[config.mk]
export PLATFORM = sky130hd
export DESIGN_NAME = avalon_gpio
export DESIGN_NICKNAME = d
export VERILOG_FILES = /design/src/rtl/avalon_gpio.sv
export SDC_FILE = /design/constraint.sdc
export NUM_CORES = 1
export LEC_CHECK = 0
export BUFFER_PORTS_ARGS = -buffer_cell sky130_fd_sc_hd__buf_2
export CORE_MARGIN = 4
export CORE_UTILIZATION = 47
export CTS_BUF_LIST = sky130_fd_sc_hd__clkbuf_4 sky130_fd_sc_hd__clkbuf_8
export DETAILED_ROUTE_END_ITERATION = 6
export PLACE_DENSITY = 0.85
export SYNTH_ARGS = -nofsm -noshare
export SYNTH_HDL_FRONTEND = slang
export SYNTH_SLANG_ARGS = --single-unit
[constraint.sdc]
create_clock -name clk -period 1.2 [get_ports clk]
set_clock_uncertainty 0.15 [all_clocks]
set_input_delay 0.24 -clock clk [delete_from_list [all_inputs] [get_ports clk]]
set_output_delay 0.24 -clock clk [all_outputs]
set_load 0.01 [all_outputs]
[src/rtl/avalon_gpio.sv]
// Avalon-MM GPIO slave: synchronized inputs with rising-edge capture and a
// maskable level interrupt, plus a registered output port with atomic set/clear.
module avalon_gpio #(
    parameter int unsigned    IN_W      = 10,
    parameter int unsigned    OUT_W     = 10,
    parameter logic [OUT_W-1:0] OUT_RESET = '0
) (
    input  logic              clk,
    input  logic              reset_n,
    input  logic [2:0]        avs_address,
    input  logic              avs_read,
    input  logic              avs_write,
    input  logic [31:0]       avs_writedata,
    output logic [31:0]       avs_readdata,
    output logic              irq,
    input  logic [IN_W-1:0]   gpio_in,
    output logic [OUT_W-1:0]  gpio_out
);

    localparam int unsigned DATA_W = 32;

    localparam logic [2:0] A_DATA_IN  = 3'd0;
    localparam logic [2:0] A_DATA_OUT = 3'd1;
    localparam logic [2:0] A_SET      = 3'd2;
    localparam logic [2:0] A_CLR      = 3'd3;
    localparam logic [2:0] A_MASK     = 3'd4;
    localparam logic [2:0] A_EDGE_CAP = 3'd5;

    logic [IN_W-1:0]   s1_q, s1_d;
    logic [IN_W-1:0]   s2_q, s2_d;
    logic [IN_W-1:0]   s3_q, s3_d;
    logic [IN_W-1:0]   cap_q, cap_d;
    logic [IN_W-1:0]   mask_q, mask_d;
    logic [OUT_W-1:0]  out_q, out_d;
    logic              irq_q, irq_d;
    logic [DATA_W-1:0] rdata_q, rdata_d;

    logic [IN_W-1:0]   wd_in_c;
    logic [OUT_W-1:0]  wd_out_c;
    logic [IN_W-1:0]   rise_c;
    logic [IN_W-1:0]   clr_c;
    logic              wdata_unused_c;

    assign wd_in_c        = avs_writedata[IN_W-1:0];
    assign wd_out_c       = avs_writedata[OUT_W-1:0];
    assign wdata_unused_c = ^avs_writedata;

    // Three-flop input chain; s3 only exists to detect edges on s2.
    always_comb begin
        s1_d   = gpio_in;
        s2_d   = s1_q;
        s3_d   = s2_q;
        rise_c = s2_q & ~s3_q;
    end

    // Output register: direct write, atomic set and atomic clear.
    always_comb begin
        out_d = out_q;
        if (avs_write) begin
            case (avs_address)
                A_DATA_OUT: out_d = wd_out_c;
                A_SET:      out_d = out_q | wd_out_c;
                A_CLR:      out_d = out_q & ~wd_out_c;
                default:    out_d = out_q;
            endcase
        end
    end

    // Mask register and edge capture; a new rise beats a same-cycle W1C.
    always_comb begin
        mask_d = mask_q;
        clr_c  = '0;
        if (avs_write && (avs_address == A_MASK)) begin
            mask_d = wd_in_c;
        end
        if (avs_write && (avs_address == A_EDGE_CAP)) begin
            clr_c = wd_in_c;
        end
        cap_d = (cap_q & ~clr_c) | rise_c;
        irq_d = |(cap_q & mask_q);
    end

    // Read mux samples pre-write register state; holds when no read.
    always_comb begin
        rdata_d = rdata_q;
        if (avs_read) begin
            case (avs_address)
                A_DATA_IN:  rdata_d = DATA_W'(s2_q);
                A_DATA_OUT: rdata_d = DATA_W'(out_q);
                A_MASK:     rdata_d = DATA_W'(mask_q);
                A_EDGE_CAP: rdata_d = DATA_W'(cap_q);
                default:    rdata_d = '0;
            endcase
        end
    end

    always_ff @(posedge clk or negedge reset_n) begin
        if (!reset_n) begin
            s1_q    <= '0;
            s2_q    <= '0;
            s3_q    <= '0;
            cap_q   <= '0;
            mask_q  <= '0;
            out_q   <= OUT_RESET;
            irq_q   <= 1'b0;
            rdata_q <= '0;
        end else begin
            s1_q    <= s1_d;
            s2_q    <= s2_d;
            s3_q    <= s3_d;
            cap_q   <= cap_d;
            mask_q  <= mask_d;
            out_q   <= out_d;
            irq_q   <= irq_d;
            rdata_q <= rdata_d;
        end
    end

    assign avs_readdata = rdata_q;
    assign irq          = irq_q;
    assign gpio_out     = out_q;

endmodule

[Word-level counts from Yosys, hierarchy flattened]
Index checks and enable logic that the tools add are counted.
Storage, ports and cells
  register bits: 93
  input bits: 49
  output and inout port bits: 43
  logic and storage cells: 31
Cells by class
  eq/ne operators: 5
  mux-type cells: 3
  bitwise operators: 9
  reductions and logical operators: 6
Operators by type and width (number)
  10-bit AND: 4
  10-bit one-hot mux with 4 select lines: 1
  10-bit inverter: 3
  10-bit one-hot mux with 3 select lines: 1
  10-bit OR: 2
  10-bit two-way mux: 1
  10-bit OR reduction: 1
  3-bit by 2-bit == test with 1-bit output, second input constant: 2
  3-bit == test, second input constant: 2
  3-bit by 1-bit == test with 1-bit output, second input constant: 1
  3-bit zero test: 1
  3-bit nonzero test: 1
  1-bit logical AND: 2
  2-bit AND reduction: 1

[Longest topological paths before layout]
Gate-level depths: netlist of run 1.
  depth after elaboration: 6
  gate-level depth with buffers: 4
  depth with buffers taken out: 3

[Least setup slack after synthesis of run 1]
Ideal clock, no wire load.
  kind: input-to-reg
  from: input port avs_address[2]
  to: register rdata_q[0] (netlist: avs_readdata[0])
  arrival: 987 ps
  path slack: -78 ps
  stages on the path: 4
  cell sequence: buf_6 > mux4_2 > inv_1 > o22ai_1
On the way
  longest elaborated chain between the ends: 2
RTL lines
  start: declaration: line 10  | input logic [2:0] avs_address,
  3-bit == test, or another cell as far along: line 87  | case (avs_address)
  10-bit one-hot mux with 4 select lines *: line 87
  end signal: assignment: line 115  | rdata_q <= rdata_d;
  end: declaration: line 36  | logic [DATA_W-1:0] rdata_q, rdata_d;
Every way passes the cells marked *; elsewhere a longest branch is shown, timed or not.
A chain may end at the register's enable or synchronous reset.

[Worst setup path after layout of run 1]
  from: register out_q[2] (netlist: gpio_out[2])
  to: register rdata_q[2] (netlist: avs_readdata[2])
On the way
  longest elaborated chain between the ends: 1
RTL lines
  start: declaration: line 34  | logic [OUT_W-1:0] out_q, out_d;
  start signal: assignment: line 113  | out_q <= out_d;
  10-bit one-hot mux with 4 select lines: line 87
Every way passes these cells.

==> reports/qor.txt, run 1 <==
OUTCOME
--------------------------------------------------------------------------------
Status                                                              finished, violations left
Violations in the final reports                                     negative setup slack

SYNTHESIS
--------------------------------------------------------------------------------
Register area share after synthesis                                        0.605
Share of Yosys cell area claimed by the top area cell type                 0.605
Ranking of synthesized cells by area                                dfrtp_1, mux4_2, buf_4, inv_1, mux2_2
Count of distinct cell types in the synthesized netlist                       30
Number of warnings printed during yosys synthesis                              0
Cell area after technology mapping                                      2940 um2
Cell count after synthesis                                                   227
Average footprint of a synthesized cell                                 12.9 um2
Library cell with the largest summed area after synthesis                dfrtp_1
Register bit total from synthesis                                             71

GLOBAL ROUTE
--------------------------------------------------------------------------------
Wire length of the first global-routing pass                           11,600 um
Largest net degree at the start of global routing                             72
Overall fraction of global-route tracks in use                             0.203
Number of antenna violations at the first check in global routing              0
Number of global-route vias before repair                                  2,478
Remaining global-route overflow                                                0

DRT
--------------------------------------------------------------------------------
Count of nets left with antenna violations after detail routing                0
Post-detailed-routing wire length                                        7300 um
Count of unresolved DRC violations after routing                               0
Drt wl/cell                                                              16.6 um
Via count normalized by instance count                                      5.16
First-iteration detailed-routing DRC count                                   131
Vias after detailed routing                                                2,269
Count of TritonRoute iterations in the first routing pass                      4

CRITICAL PATH
--------------------------------------------------------------------------------
Critical Path Source Type                                                   flop
Crit path capture type                                                      flop
Kind of critical path                                               flop to flop
Crit path DAT                                                            1.47 ns
Data required time at the worst endpoint                                 1.28 ns
Largest driver fanout on the critical path                                     2

PLACED DESIGN
--------------------------------------------------------------------------------
Total cell area at the placement stage                                  3510 um2
Routability Congestion                                                     0.869
Count of input and output buffers                                             47
Pre-CTS setup slack                                                    -0.292 ns
HPWL after detailed placement                                            4640 um

TIMING
--------------------------------------------------------------------------------
Least setup slack across all paths after layout                        -0.191 ns
Upper clock frequency limit                                            0.719 GHz
Min Tclk post-route                                                      1.39 ns
Setup Viol. Count Final                                                       33
Final period util                                                           1.16
Final hold vios                                                                0
Final Slew Violations                                                          0
RSZ-0062 raised after global routing                                         yes

POWER AND IR DROP
--------------------------------------------------------------------------------
Sequential Power Share                                                     0.488
Total power of the final layout                                          5.67 mW
Reported net switching power                                             1.52 mW
Part of the total power dissipated in the clock network                    0.285
Pwr/cell area                                                        1350 nW/um2
Switching Share                                                            0.269
Static leakage power                                                     2.06 nW
Peak VDD IR                                                             0.775 mV
Portion of total power attributed to combinational logic                   0.228
Internal power consumption                                               4.15 mW

FLOORPLAN
--------------------------------------------------------------------------------
Core ar.                                                                5990 um2
Top-Level Pins                                                                92
Width of the die                                                         87.1 um
Number of rows created at floorplan                                           28
Vertical die dimension                                                   87.1 um
Initial core utilization                                                   0.490
Die ar.                                                                 7580 um2

FINAL LAYOUT
--------------------------------------------------------------------------------
Final design instance area without fill                                 4190 um2
Number of diodes added for antenna fixing                                      0
Share of the core filled with cells                                        0.700
Share of post-route cells with drive strength above 1                      0.458
Area overhead of the layout relative to synthesis                          42.7%
Final layout net count                                                       412
Number of filler cells placed in the layout                                  389

RUN
--------------------------------------------------------------------------------
Number of max-cap violations                                                   0

CLOCK TREE
--------------------------------------------------------------------------------
TritonCTS clock tree                                                       built
Number of CTS-inserted buffers                                                 9
Root buf cell                                                           clkbuf_8
Longest Clk Path Bufs                                                          2
Clock sinks                                                                   71
Worst-path clk slew                                                      0.07 ns
Clock Latency Late Sink                                                  0.35 ns
Deepest level of the CTS H-tree                                                3

WORST HOLD PATH
--------------------------------------------------------------------------------
Worst hold-check path type                                          input port to flop

## stage by stage
| stage | TNS [ns] | cells | hold slack, ns |
|---|---|---|---|
| 6_report | -3.28 | 440 | 0.0557 |
| 5_1_grt | -4.34 | 440 | 0.0546 |
| 4_1_cts | -3.27 | 433 | 0.0422 |
| 3_5_place_dp | -9.95 | 386 | 0.141 |
| 3_3_place_gp | -8.59 | 386 | 0.135 |
| 2_1_floorplan | -1.23 | 248 | -0.206 |
## worst paths after layout
check / startpoint / end / slack (ns) / depth (start not counted)
max: gpio_out[2]$_DFFE_PN0P_ / avs_readdata[2]$_DFFE_PN0P_ / -0.19 / 4
min: avs_writedata[9] / mask_q[9]$_DFFE_PN0P_ / 0.06 / 2
max reg2reg: gpio_out[2]$_DFFE_PN0P_ / avs_readdata[2]$_DFFE_PN0P_ / -0.19 / 4
min reg2reg: s1_q[6]$_DFF_PN0_ / s2_q[6]$_DFF_PN0_ / 0.20 / 0
max in group asynchronous: reset_n / s1_q[7]$_DFF_PN0_ / 0.30 / 3
min in group asynchronous: reset_n / gpio_out[6]$_DFFE_PN0P_ / 0.30 / 3
## layout by cell type, fill, tap and decap left out, drive strengths merged, types with 2 or more instances in the layout
cell type	instances
a211oi	9
a21oi	18
a22o	11
a22oi	3
a31oi	2
buf	115
clkbuf	11
clkinv	2
conb	22
dfrtp	71
dlygate4sd3	20
inv	30
mux2	10
mux4	10
nand2	11
o22ai	10
## synth_stat cells, drive strengths merged
cell / n
dfrtp: 71
inv: 30
buf: 29
a21oi: 18
a22o: 11
nand2: 11
mux2: 10
mux4: 10
o22ai: 10
a211oi: 9
a22oi: 3
a31oi: 2
clkbuf: 2
a221oi: 1
and3: 1
and4b: 1
conb: 1
nand2b: 1
nand4: 1
nand4bb: 1
nor2: 1
nor2b: 1
or2: 1
xnor2: 1
## final cells by class
cell class / count / area, um2 / share of cell area
sequential: 71 / 1780 / 0.424
timing repair buffer: 135 / 1090 / 0.261
multi-input combinational: 116 / 960 / 0.229
clock buffer: 11 / 145 / 0.0346
inverter: 30 / 113 / 0.0269
tap: 75 / 93.8 / 0.0224
clock inverter: 2 / 10.0 / 0.00239
## critical path, cell delays in order (launching register included)
cell and delay [ns]:
dfrtp_1 0.40, buf_4 0.14, mux4_2 0.47, inv_2 0.07, o22ai_2 0.05
## state kept, by name, summed over array words and instances (netlist names)
name	count
s1_q	10
avs_readdata	10
irq	1
s3_q	10
gpio_out	10
s2_q	10
mask_q	10
cap_q	10
## layer usage
layer  global-route usage  vias up  wire [um]
met1                0.235     1148       2730
met4               0.0935        0        138
met2                0.351       87       3930
met3               0.0539       16        497
met5                    0        -          0
li1                     -     1018          -
## repair_timing
item,in CTS,in global routing
buffers inserted,14,7
hold buffers,20,0
hold endpoints to repair,90,0
setup endpoints to repair,32,33
gates resized for setup,29,13
pin swaps,1,1
## kinds of logic after synthesis
logic type,share of synthesized area
AOI/OAI and AO/OA,0.123
muxes,0.115
DFF,0.605
buffers and inverters,0.111
other,0.00128
xor gates and xnor gates,0.00298
and+or+nand+nor,0.0422
## power groups by stage
stage          Clock [mW]  Sequential, mW  Combinational [mW]
6_report             1.62            2.77                1.29
5_1_grt              1.75            2.78                1.39
4_1_cts              1.63            2.76                1.21
3_5_place_dp            0            2.79               0.979
3_3_place_gp            0            2.77               0.948
2_1_floorplan           0            2.82               0.477
No activity file was read; power rests on OpenSTA's default activity.
==> inputs of run 2 (changes only) <==
Settings changed: CORE_MARGIN 4 to 3, PLACE_DENSITY 0.85 to 0.77, SETUP_SLACK_MARGIN set to 0.3.
==> run 2 against run 1 <==
Net effect: the flow finishes with violations (negative hold slack, negative setup slack); flip-flop and latch count did not move; non-clock buffer count fell by 1; via count rose by 3.8%; sequential power hardly changed; combinational power rose by 31%; global-route usage up 2.4 points; critical path depth shrank 1; highest routed layer unchanged; critical endpoint is now irq$_DFF_PN0_; die area fell by 4.5%; sequential share of layout area down 4.3 points; cell area rose by 11%.
==> reports/qor.txt, run 2 (synthesized netlist as in run 1, its figures left out) <==
OUTCOME
--------------------------------------------------------------------------------
Status                                                              finished, violations left
Violations in the final reports                                     negative hold slack, negative setup slack

FINAL LAYOUT
--------------------------------------------------------------------------------
Final std cells w/o fill                                                     443
Most common cell after layout, fill and taps aside                       dfrtp_1
Final layout net count                                                       412
Share of the core filled with cells                                        0.779
Share of post-route cells with drive strength above 1                      0.595
Number of filler cells placed in the layout                                  337
Most used cells in the layout excluding fill and tap cells          dfrtp_1, buf_6, buf_2
Area overhead of the layout relative to synthesis                          58.9%
Number of diodes added for antenna fixing                                      0

DRT
--------------------------------------------------------------------------------
Count of unresolved DRC violations after routing                               0
Drt wl/cell                                                              20.2 um
Via count normalized by instance count                                      5.32
Count of nets left with antenna violations after detail routing                0
First-iteration detailed-routing DRC count                                   155
Post-detailed-routing wire length                                        8960 um
Vias after detailed routing                                                2,356
Count of TritonRoute iterations in the first routing pass                      4

WORST HOLD PATH
--------------------------------------------------------------------------------
Worst hold-check path type                                          input port to async pin

CLOCK TREE
--------------------------------------------------------------------------------
Deepest level of the CTS H-tree                                                3
Clock Latency Late Sink                                                  0.34 ns
Longest Clk Path Bufs                                                          2
TritonCTS clock tree                                                       built
Clock sinks                                                                   71
Cts hold-fix bufs                                                             10
Root buf cell                                                           clkbuf_8
Number of CTS-inserted buffers                                                 9
Worst-path clk slew                                                      0.08 ns

POWER AND IR DROP
--------------------------------------------------------------------------------
Portion of total power attributed to combinational logic                   0.262
Total power of the final layout                                          6.45 mW
Static leakage power                                                     2.21 nW
Part of the total power dissipated in the clock network                    0.307
Pwr/cell area                                                        1380 nW/um2
Sequential Power Share                                                     0.431
Internal power consumption                                               4.66 mW
Reported net switching power                                             1.79 mW
Switching Share                                                            0.277
Peak VDD IR                                                              1.18 mV

TIMING
--------------------------------------------------------------------------------
RSZ-0062 raised after global routing                                         yes
Least setup slack across all paths after layout                        -0.332 ns
Final hold vios                                                               71
Min Hold Slack                                                         -0.245 ns
Min Tclk post-route                                                      1.53 ns
Final Slew Violations                                                          0
Final period util                                                           1.28
Upper clock frequency limit                                            0.653 GHz
Setup Viol. Count Final                                                       34

CRITICAL PATH
--------------------------------------------------------------------------------
Kind of critical path                                               flop to flop
Crit path DAT                                                            1.57 ns
Crit path capture type                                                      flop
Critical Path Source Type                                                   flop
Data required time at the worst endpoint                                 1.24 ns
Largest driver fanout on the critical path                                     3

FLOORPLAN
--------------------------------------------------------------------------------
Initial core utilization                                                   0.490
Number of rows created at floorplan                                           28
Vertical die dimension                                                   85.1 um
Core ar.                                                                5990 um2
Width of the die                                                         85.1 um
Top-Level Pins                                                                92
Die ar.                                                                 7240 um2

GLOBAL ROUTE
--------------------------------------------------------------------------------
Number of antenna violations at the first check in global routing              0
Most congested layer reported by global routing                             met2
GRT met2 Usage                                                             0.365
Routing usage on met1                                                      0.297
Largest net degree at the start of global routing                             72
Number of global-route vias before repair                                  2,380
Met3 usage in global routing                                              0.0670
Remaining global-route overflow                                                0
Wire length of the first global-routing pass                           12,300 um
Overall fraction of global-route tracks in use                             0.228

PLACED DESIGN
--------------------------------------------------------------------------------
Pre-CTS setup slack                                                    -0.337 ns
Post-placement cell count                                                    382
Count of input and output buffers                                             47
Routability Congestion                                                     0.767
HPWL after detailed placement                                            4500 um

RUN
--------------------------------------------------------------------------------
Number of max-cap violations                                                   0

run 2: cell count changes in the layout (fill, tap and decap cells not counted), moves of 10 or more:
cell	before	now
buf_6	25	52
dlygate4sd3_1	20	10
nand2_1	10	0
a21oi_1	15	0
buf_4	53	31
a21oi_4	0	14
run 2: path summary, 6_finish.rpt:
kind	from	endpoint	slack, ns	cells past startpoint
worst max-delay path	mask_q[6]$_DFFE_PN0P_	irq$_DFF_PN0_	-0.33	3
worst min-delay path	reset_n	s1_q[3]$_DFF_PN0_	-0.25	2
worst max register to register	mask_q[6]$_DFFE_PN0P_	irq$_DFF_PN0_	-0.33	3
worst min register to register	s1_q[5]$_DFF_PN0_	s2_q[5]$_DFF_PN0_	0.20	0
max in group asynchronous	reset_n	s1_q[2]$_DFF_PN0_	0.83	2
min in group clk	avs_writedata[4]	gpio_out[4]$_DFFE_PN0P_	0.01	2
run 2: layout make-up:
type | count | area (um2) | share of cell area
sequential | 71 | 1780 | 0.380
multi-input combinational | 117 | 1280 | 0.274
timing repair buffer | 134 | 1200 | 0.258
clock buffer | 13 | 160 | 0.0343
inverter | 30 | 113 | 0.0241
tap | 75 | 93.8 | 0.0201
clock inverter | 3 | 42.5 | 0.00911
run 2: power by group through the flow:
stage          clock network, mW  registers [mW]  logic, mW
2_1_floorplan                  0            2.82      0.482
3_3_place_gp                   0            2.77      0.965
3_5_place_dp                   0            2.79      0.996
4_1_cts                     1.96            2.76       1.38
5_1_grt                     2.09            2.80       1.78
6_report                    1.98            2.79       1.69
run 2: per-layer routing:
layer,wire (um),vias up,part of all wire
met3,598,26,0.067
met2,4550,118,0.51
met5,0,-,0
met4,309,0,0.035
li1,-,1026,-
met1,3500,1186,0.39
run 2: through the flow:
stage / instance area (um2) / TNS (ns)
CTS: 4320 / -3.71
finish: 4670 / -3.97
global placement: 3490 / -9.33
global route: 4670 / -5.09
detailed placement: 3490 / -10.12
floorplan: 3040 / -1.23
run 2: worst max-delay path: stages (launching register included):
cell	delay (ns)
dfrtp_1	0.43
a22o_1	0.30
a221oi_2	0.35
nand4_1	0.15
run 2: what timing repair did:
item	CTS	global route
setup endpoints to repair	62	63
gates cloned	4	0
gates resized for setup	93	46
pin swaps	22	22
buffers inserted	16	15
hold endpoints to repair	90	71
